**config.mk**
```make
export PLATFORM = sky130hd
export DESIGN_NAME = aes_out_serializer_flat
export DESIGN_NICKNAME = d
export VERILOG_FILES = /design/src/rtl/aes_out_serializer_if.sv /design/src/rtl/aes_out_serializer.sv /design/src/flat_wrapper.sv
export SDC_FILE = /design/constraint.sdc
export NUM_CORES = 1
export LEC_CHECK = 0
export ABC_AREA = 1
export CAP_MARGIN = 10
export CORE_MARGIN = 3
export CORE_UTILIZATION = 58
export DETAILED_ROUTE_END_ITERATION = 10
export PLACE_DENSITY = 0.79
export SYNTH_ARGS = -nofsm -noshare
export SYNTH_HDL_FRONTEND = slang
export SYNTH_SLANG_ARGS = --single-unit
```
**constraint.sdc**
```tcl
create_clock -name AES_clk -period 8.05 [get_ports AES_clk]
set_input_delay 1.2075 -clock AES_clk [delete_from_list [all_inputs] [get_ports AES_clk]]
set_output_delay 1.2075 -clock AES_clk [all_outputs]
set_load 0.03 [all_outputs]
```
**src/rtl/aes_out_serializer_if.sv**
```systemverilog
// Word-stream handshake carrying 32-bit ciphertext words out of aes_out_serializer.
// The master drives valid/data/last; the slave answers with ready.
interface aes_out_serializer_if;
    logic        ser_valid;
    logic        ser_ready;
    logic [31:0] ser_data;
    logic        ser_last;

    modport master (output ser_valid, output ser_data, output ser_last, input ser_ready);
    modport slave  (input ser_valid, input ser_data, input ser_last, output ser_ready);
endinterface

```
**src/rtl/aes_out_serializer.sv**
```systemverilog
// Buffers 128-bit AES ciphertext blocks in a 4-deep FIFO and streams each block
// out as four 32-bit words, most-significant word first.
module aes_out_serializer (
    input  logic                        AES_clk,
    input  logic                        AES_rst_n,
    input  logic                        AES_data_out_valid,
    input  logic [127:0]                AES_data_out,
    input  logic                        clr,
    aes_out_serializer_if.master        ser,
    output logic [2:0]                  fifo_cnt,
    output logic                        overflow
);
    localparam int unsigned DEPTH = 4;

    logic         valid_dly_q, valid_dly_d;
    logic [1:0]   wr_ptr_q, wr_ptr_d;
    logic [1:0]   rd_ptr_q, rd_ptr_d;
    logic [1:0]   w_q, w_d;
    logic [2:0]   cnt_q, cnt_d;
    logic         overflow_q, overflow_d;
    logic [127:0] mem_q [DEPTH];

    logic         capture, xfer, pop, accept, wr_en;
    logic [127:0] head;

    // NOTE: every always_comb output gets a default first, otherwise an
    // unassigned branch infers a latch.
    always_comb begin
        capture     = AES_data_out_valid & ~valid_dly_q;
        xfer        = (cnt_q != 3'd0) & ser.ser_ready;
        pop         = xfer & (w_q == 2'd3);
        // A full FIFO still accepts when the head block leaves on this edge.
        accept      = capture & ((cnt_q != 3'd4) | pop);

        valid_dly_d = AES_data_out_valid;
        wr_ptr_d    = wr_ptr_q;
        rd_ptr_d    = rd_ptr_q;
        w_d         = w_q;
        cnt_d       = cnt_q;
        overflow_d  = overflow_q;
        wr_en       = 1'b0;

        if (clr) begin
            wr_ptr_d   = 2'd0;
            rd_ptr_d   = 2'd0;
            w_d        = 2'd0;
            cnt_d      = 3'd0;
            overflow_d = 1'b0;
        end else begin
            if (accept) begin
                wr_en    = 1'b1;
                wr_ptr_d = wr_ptr_q + 2'd1;
            end else if (capture) begin
                overflow_d = 1'b1;
            end
            if (xfer) w_d = w_q + 2'd1;
            if (pop)  rd_ptr_d = rd_ptr_q + 2'd1;
            cnt_d = cnt_q + {2'b00, accept} - {2'b00, pop};
        end
    end

    // NOTE: sequential state uses non-blocking assignments so every flop
    // samples the pre-edge values regardless of statement order.
    always_ff @(posedge AES_clk or negedge AES_rst_n) begin
        if (!AES_rst_n) begin
            valid_dly_q <= 1'b0;
            wr_ptr_q    <= 2'd0;
            rd_ptr_q    <= 2'd0;
            w_q         <= 2'd0;
            cnt_q       <= 3'd0;
            overflow_q  <= 1'b0;
        end else begin
            valid_dly_q <= valid_dly_d;
            wr_ptr_q    <= wr_ptr_d;
            rd_ptr_q    <= rd_ptr_d;
            w_q         <= w_d;
            cnt_q       <= cnt_d;
            overflow_q  <= overflow_d;
        end
    end

    // NOTE: block storage has no reset; the count and pointers decide what is
    // valid, so stale contents are never observed.
    always_ff @(posedge AES_clk) begin
        if (wr_en) mem_q[wr_ptr_q] <= AES_data_out;
    end

    always_comb begin
        head = mem_q[rd_ptr_q];
        ser.ser_data = 32'd0;
        if (cnt_q != 3'd0) begin
            case (w_q)
                2'd0:    ser.ser_data = head[127:96];
                2'd1:    ser.ser_data = head[95:64];
                2'd2:    ser.ser_data = head[63:32];
                default: ser.ser_data = head[31:0];
            endcase
        end
    end

    assign ser.ser_valid = (cnt_q != 3'd0);
    assign ser.ser_last  = (cnt_q != 3'd0) & (w_q == 2'd3);
    assign fifo_cnt      = cnt_q;
    assign overflow      = overflow_q;
endmodule

```
**src/flat_wrapper.sv**
```systemverilog
// flat-port wrapper written by rule: the top's interface ports become plain ports
module aes_out_serializer_flat 
  (AES_clk, AES_rst_n, AES_data_out_valid, AES_data_out, clr, fifo_cnt, overflow, ser_ser_valid, ser_ser_data, ser_ser_last, ser_ser_ready);
  aes_out_serializer_if ser_i ();
  input  logic AES_clk;
  input  logic AES_rst_n;
  input  logic AES_data_out_valid;
  input  logic [127:0] AES_data_out;
  input  logic clr;
  output logic [2:0] fifo_cnt;
  output logic overflow;
  output wire logic [$bits(ser_i.ser_valid)-1:0] ser_ser_valid;
  output wire logic [$bits(ser_i.ser_data)-1:0] ser_ser_data;
  output wire logic [$bits(ser_i.ser_last)-1:0] ser_ser_last;
  input wire logic [$bits(ser_i.ser_ready)-1:0] ser_ser_ready;
  assign ser_ser_valid = ser_i.ser_valid;
  assign ser_ser_data = ser_i.ser_data;
  assign ser_ser_last = ser_i.ser_last;
  assign ser_i.ser_ready = ser_ser_ready;
  aes_out_serializer u_core (.AES_clk(AES_clk), .AES_rst_n(AES_rst_n), .AES_data_out_valid(AES_data_out_valid), .AES_data_out(AES_data_out), .clr(clr), .ser(ser_i), .fifo_cnt(fifo_cnt), .overflow(overflow));
endmodule
```
==> results.py, run 1 <==
metrics = {
    "layout": {
        "fin_area_sq_um": 25700,
        "layout.nets": 2325,
        "syn2layout_area_growth_pct": 16.0,
        "layout-drive-gt1-share_pct": 4.28,
    },
    "logic_synthesis": {
        "synth_warnings": 0,
        "synth_top_family_by_area": "simple AND/OR/NAND/NOR gates",
        "synth-seq-area-share_pct": 70.5,
        "synthArstFlopShare_pct": 2.10,
        "synth_compound_area_share_pct": 2.98,
        "synthAdderAreaFrac_pct": 0.710,
        "ys.flop_type": "edfxtp_1",
        "synthMuxAreaShare_pct": 0,
        "synth_edf_count": 512,
        "postSynthAreaPerCell_sq_um": 10.9,
        "syn_area_sq_um": 22200,
        "ys_types": 26,
        "synth-xor-area-share_pct": 0.0789,
        "synth-seq-cells": 523,
        "synth_simple_gate_area_share_pct": 18.1,
        "synth_cells": 2045,
        "synth_nets": 2190,
    },
    "clock_network": {
        "cts_sinks": 523,
        "postCtsSetupBuffers": 0,
        "cts_buffers": 51,
        "hold_buffers": 0,
        "htreeDepth": 2,
        "cts_resized": 0,
        "cts_buffer_depth": 3,
        "cts_tree": "yes",
        "clk_latency_ns": 0.60,
        "path_clk_slew_ns": 0.06,
        "clockRootBuffer": "clkbuf_16",
    },
    "timing": {
        "finalCriticalPeriod_ns": 5.60,
        "maxSlewHeadroom_pct": 21.9,
        "timing.setup.tns_ns": 0,
        "finalSetupViolations": 0,
        "finalCritPeriodShare_pct": 69.5,
        "finClkSkew_ns": 0.0116,
        "grt_setup_unrepaired": "false",
        "tightest_slew_ns": 1.17,
        "drv_slew": 0,
        "fmax_mhz": 179,
        "finalHoldViolations": 0,
    },
    "floorplanning": {
        "ioPinCount": 171,
        "die_h_um": 202,
        "die_x_um": 202,
        "dieArea_sq_um": 40600,
        "start_util_pct": 58.9,
        "coreArea_sq_um": 37700,
        "std_cell_rows": 71,
    },
    "global_routing": {
        "grt_pass1_wl_um": 80600,
        "grt_max_degree": 126,
        "antenna_found_initial": 5,
        "grt-ovfl-total": 0,
        "grt.total_usage_pct": 25.8,
        "grt_pass1_vias": 14800,
    },
    "detailed_routing": {
        "firstDrtPassIters": 5,
        "wl_per_cell_um": 19.3,
        "drtAntennaViolNets": 0,
        "viasPerCell": 5.45,
        "detail_route.iter0.violations": 1449,
        "drcViolationCount": 0,
        "vias": 14900,
        "wl_um": 52600,
    },
    "job": {
        "max_cap_viol_count": 0,
    },
    "pwr": {
        "swShare_pct": 22.0,
        "seq_power_share_pct": 52.3,
        "cellLeakagePower_nw": 10.4,
        "pwr-share-clk_pct": 40.0,
        "intPower_w": 0.00454,
        "p_sw_w": 0.00128,
        "combPwrFrac_pct": 7.6,
        "vdd_ir_drop_max_v": 0.000191,
        "power_density_nw_per_um2": 226,
    },
    "placement": {
        "gp_congestion": 0.801,
        "hpwl_um": 29800,
        "io_buffers": 170,
        "placed_cell_area_sq_um": 24100,
    },
    "outcome": {
        "status": "finished, final reports clean",
    },
    "critical_path": {
        "arrival_ns": 4.39,
        "cp-start-kind": "flop",
        "critPathKind": "flop to primary output",
        "reg2reg_depth": 10,
        "end_kind": "primary output",
        "critPathMaxFanout": 125,
        "crit_required_ns": 6.84,
    },
    "worst_hold_path": {
        "hold_class": "flop to flop",
        "worstHoldPathCells": 2,
    },
}
layout by cell type, fill, tap and decap left out, types with 6 or more instances in the layout:
cell type        Yosys  routed
edfxtp_1           512     512
buf_4               22      11
clkinv_1             1      19
nand2_1            587     587
o21ai_1             48      48
clkbuf_16            0      51
nand3_1            231     231
o21ai_0             82      82
clkdlybuf4s50_1      0     170
dfrtp_1             11       9
nor2_1             171     167
ha_1                11       9
inv_1              277     277
clkbuf_1            18       6
clkinv_2             0       6
bufinv_16            0       6
path summary, 6_finish.rpt:
| kind | from | endpoint | slack (ns) |
|---|---|---|---|
| worst min register to register | u_core.overflow | u_core.overflow | 0.52 |
| worst max-delay path | u_core.rd_ptr_q[0] | ser_ser_data[22] | 2.45 |
| min in group asynchronous | AES_rst_n | u_core.wr_ptr_q[1] | 0.96 |
| worst min-delay path | u_core.overflow | u_core.overflow | 0.52 |
| max in group asynchronous | AES_rst_n | u_core.rd_ptr_q[1] | 6.69 |
| worst max register to register | u_core.fifo_cnt[1] | u_core.mem_q[0][103] | 4.30 |
layout make-up:
| cell class | count | area, sq um |
|---|---|---|
| sequential | 523 | 15700 |
| fill | 2653 | 11900 |
| multi-input combinational | 1139 | 4900 |
| timing repair buffer | 185 | 1860 |
| clock buffer | 57 | 1300 |
| inverter | 280 | 1060 |
| tap | 511 | 639 |
| clock inverter | 36 | 327 |
| antenna | 3 | 7.51 |
state kept, by name, summed over array words and instances, names as in the netlist:
name                cells
u_core.fifo_cnt         3
u_core.overflow         1
u_core.w_q              2
u_core.wr_ptr_q         2
u_core.rd_ptr_q         2
u_core.mem_q          512
u_core.valid_dly_q      1
per-stage QoR:
step	util [%]	hold WS [ns]	instances	total power, W	setup slack, ns
2_1_floorplan	-	0.520	2045	0.00331	0.439
3_3_place_gp	64.0	0.503	2638	0.00354	3.24
3_5_place_dp	64.0	0.516	2638	0.00355	3.16
4_1_cts	68.3	0.526	2731	0.00585	2.48
5_1_grt	68.4	0.560	2733	0.00599	2.26
6_report	68.4	0.523	2734	0.00582	2.45
metal layers:
layer	up-vias	part of all wire (%)	GRT usage, %
li1	6989	-	-
met1	7147	39	33.5
met2	650	50	42.8
met3	121	7.2	4.17
met4	4	4.1	12.9
met5	-	0.040	0
power groups by stage:
stage / registers (W) / logic, W / clock network, W
after floorplan: 0.00311 / 0.000195 / 0
after global placement: 0.00310 / 0.000437 / 0
after detailed placement: 0.00311 / 0.000445 / 0
after CTS: 0.00305 / 0.000449 / 0.00236
after global routing: 0.00305 / 0.000476 / 0.00246
final: 0.00305 / 0.000445 / 0.00233
cells in the mapped netlist (2+ instances only):
cell type,count,area (sq um)
inv_1,277,1040
buf_4,22,165
nand2_1,587,2200
o21ai_0,82,410
a21oi_1,2,10.0
buf_1,5,18.8
clkbuf_2,2,10.0
edfxtp_1,512,15400
buf_2,43,215
nand4_1,2,12.5
ha_1,11,138
nor2_1,171,642
nand3_1,231,1160
clkbuf_1,18,67.6
buf_6,12,135
dfrtp_1,11,275
o21ai_1,48,240
worst max-delay path, cell delays in order (launching register included):
cell and delay [ns]:
dfrtp_4 0.74, inv_6 0.78, buf_4 0.75, nand2_1 0.14, nand3_1 0.11, nand3_1 0.09, nand2_1 0.09, nor2_1 0.07
nor2_1 0.14, clkdlybuf4s50_1 0.69
cells by family after synthesis:
kind of cell,Yosys count
buffers and inverters,383
adder cells (fa/ha/maj),12
flip-flops,523
XOR/XNOR,2
AO/OA/AOI/OAI,132
AND/OR/NAND/NOR,993
(Power assumes the default switching activity.)
==> inputs of run 2 (changes only) <==
--- a/config.mk
+++ b/config.mk
@@ -8,9 +8,9 @@
 export ABC_AREA = 1
 export CAP_MARGIN = 10
 export CORE_MARGIN = 3
-export CORE_UTILIZATION = 58
+export CORE_UTILIZATION = 53
 export DETAILED_ROUTE_END_ITERATION = 10
-export PLACE_DENSITY = 0.79
+export PLACE_DENSITY = 0.76
 export SYNTH_ARGS = -nofsm -noshare
 export SYNTH_HDL_FRONTEND = slang
 export SYNTH_SLANG_ARGS = --single-unit
==> constraint.sdc (replaced) <==
create_clock -name AES_clk -period 4.9 [get_ports AES_clk]
set_input_delay 0.735 -clock AES_clk [delete_from_list [all_inputs] [get_ports AES_clk]]
set_output_delay 0.735 -clock AES_clk [all_outputs]
set_load 0.03 [all_outputs]
==> run 2 against run 1 <==
Compared with the run above: worst setup slack got worse by 1.9 ns; clock skew is 0.0088 ns higher; total power increased by 66%; largest power group unchanged; critical endpoint is now ser_ser_data[23]; sequential share of layout area is 0.48 points lower; largest cell class unchanged.
==> results.py, run 2 (synthesis gave the netlist of run 1 again) <==
metrics = {
    "timing": {
        "finalCritPeriodShare_pct": 87.9,
        "timing.hold.ws_ns": 0.508,
        "maxSlewHeadroom_pct": 38.0,
        "finalHoldViolations": 0,
        "fmax_mhz": 232,
        "finalCriticalPeriod_ns": 4.31,
        "drv_slew": 0,
        "tightest_slew_ns": 0.930,
        "grt_setup_unrepaired": "false",
        "finClkSkew_ns": 0.0204,
        "finalSetupViolations": 0,
    },
    "clock_network": {
        "cts_buffer_depth": 3,
        "hold_buffers": 0,
        "clockRootBuffer": "clkbuf_16",
        "htreeDepth": 2,
        "cts_tree": "yes",
        "postCtsSetupBuffers": 0,
        "clk_latency_ns": 0.59,
        "cts_sinks": 523,
        "path_clk_slew_ns": 0.06,
        "cts_resized": 0,
        "cts_buffers": 53,
    },
    "critical_path": {
        "crit_path_cell_trace": "inv_6, buf_4, nand2_1, nand3_1, nand3_1, nand2_1, nor2_1, nor2_1, clkdlybuf4s50_1",
        "cp_slowest_cell": "clkdlybuf4s50_1",
        "arrival_ns": 3.57,
        "crit_required_ns": 4.16,
        "max_stage_delay_ns": 0.71,
        "cp-start-kind": "flop",
        "critPathKind": "flop to primary output",
        "critPathMaxFanout": 111,
        "end_kind": "primary output",
    },
    "layout": {
        "mostFrequentLayoutCells": "nand2_1 (587), edfxtp_1 (512), inv_1 (277), nand3_1 (231), clkdlybuf4s50_1 (170)",
        "layout-drive-gt1-share_pct": 4.71,
        "final_common_cell": "nand2_1",
        "top_register": "u_core.mem_q",
        "fin_util_pct": 63.1,
        "syn2layout_area_growth_pct": 17.0,
        "layout.nets": 2333,
        "largest_reg_flops": 512,
        "multi_input_area_sq_um": 4900,
        "n_fill_cell": 3128,
        "final-seq-area_sq_um": 15700,
    },
    "detailed_routing": {
        "detail_route.iter0.violations": 1408,
        "drtAntennaViolNets": 0,
        "viasPerCell": 5.34,
        "wl_per_cell_um": 19.2,
        "firstDrtPassIters": 5,
        "drcViolationCount": 0,
        "wl_um": 53100,
        "vias": 14800,
    },
    "floorplanning": {
        "std_cell_rows": 74,
        "die_h_um": 211,
        "coreArea_sq_um": 41100,
        "dieArea_sq_um": 44400,
        "start_util_pct": 54.0,
        "die_x_um": 211,
        "ioPinCount": 171,
    },
    "placement": {
        "hpwl_um": 30100,
        "io_buffers": 170,
        "gp_congestion": 0.767,
    },
    "outcome": {
        "status": "finished, final reports clean",
    },
    "global_routing": {
        "grt_pass1_wl_um": 80700,
        "grt_pass1_vias": 14400,
        "grt.total_usage_pct": 23.7,
        "antenna_found_initial": 16,
        "grt-ovfl-total": 0,
        "grt_max_degree": 180,
    },
    "pwr": {
        "cellLeakagePower_nw": 10.5,
        "vdd_ir_drop_max_v": 0.000309,
        "power_density_nw_per_um2": 372,
    },
    "worst_hold_path": {
        "hold_class": "input pin to async pin",
    },
    "job": {
        "max_cap_viol_count": 0,
    },
}
==> run 2: worst max-delay path: cells and delay by family (launching register included) <==
kind / cells / cell delay [ns]
buffers and inverters: 3 / 1.84
flip-flops: 1 / 0.51
AND/OR/NAND/NOR: 6 / 0.60
==> run 2: layout make-up <==
cell class              instances  share of cell area [%]
diodes                          7                  0.0675
clock buffers                  63                    5.25
clock inverters                32                    1.20
inverters                     280                    4.08
multi-input cells            1139                    18.9
flip-flops and latches        523                    60.3
well taps                     532                    2.56
repair buffers                191                    7.65
==> run 2: report_power, final <==
group | internal (W) | switching [W]
combinational | 0.000265 | 0.000458
sequential | 0.00499 | 0.0000196
clock | 0.00229 | 0.00162
==> run 2: path summary, 6_finish.rpt <==
kind,startpoint,end,slack [ns],depth (start not counted)
max,u_core.rd_ptr_q[0],ser_ser_data[23],0.59,9
min,AES_rst_n,u_core.valid_dly_q,0.51,1
max reg2reg,u_core.fifo_cnt[1],u_core.mem_q[1][15],1.86,9
min reg2reg,u_core.overflow,u_core.overflow,0.52,2
max in group asynchronous,AES_rst_n,u_core.rd_ptr_q[1],3.99,1
min in group AES_clk,u_core.overflow,u_core.overflow,0.52,2
==> run 2: stage by stage <==
step | setup WS, ns | power (W) | setup TNS [ns] | instances | cell area [sq um]
after floorplan | -0.195 | 0.00543 | -99.80 | 2045 | 22200
after global placement | 1.21 | 0.00581 | 0 | 2665 | 24300
after detailed placement | 1.21 | 0.00583 | 0 | 2665 | 24300
after CTS | 0.562 | 0.00971 | 0 | 2760 | 25900
after global routing | 0.414 | 0.00995 | 0 | 2766 | 26000
final | 0.592 | 0.00965 | 0 | 2767 | 26000
==> run 2: layer usage <==
| layer | global-route usage (%) | up-vias | wire, um | share of wire, % |
|---|---|---|---|---|
| met2 | 39.8 | 547 | 25800 | 49 |
| met5 | 0 | - | 110 | 0.21 |
| met4 | 11.1 | 16 | 2250 | 4.2 |
| li1 | - | 7004 | - | - |
| met1 | 30.1 | 7080 | 21000 | 40 |
| met3 | 4.78 | 121 | 3870 | 7.3 |
==> inputs of run 3 (changes only) <==
--- a/config.mk
+++ b/config.mk
@@ -6,7 +6,7 @@
 export NUM_CORES = 1
 export LEC_CHECK = 0
 export ABC_AREA = 1
-export CAP_MARGIN = 10
+export CAP_MARGIN = 20
 export CORE_MARGIN = 3
 export CORE_UTILIZATION = 53
 export DETAILED_ROUTE_END_ITERATION = 10
==> results of run 3 <==
Same layout as run 2: the final DEF is identical, and so are final timing and power.
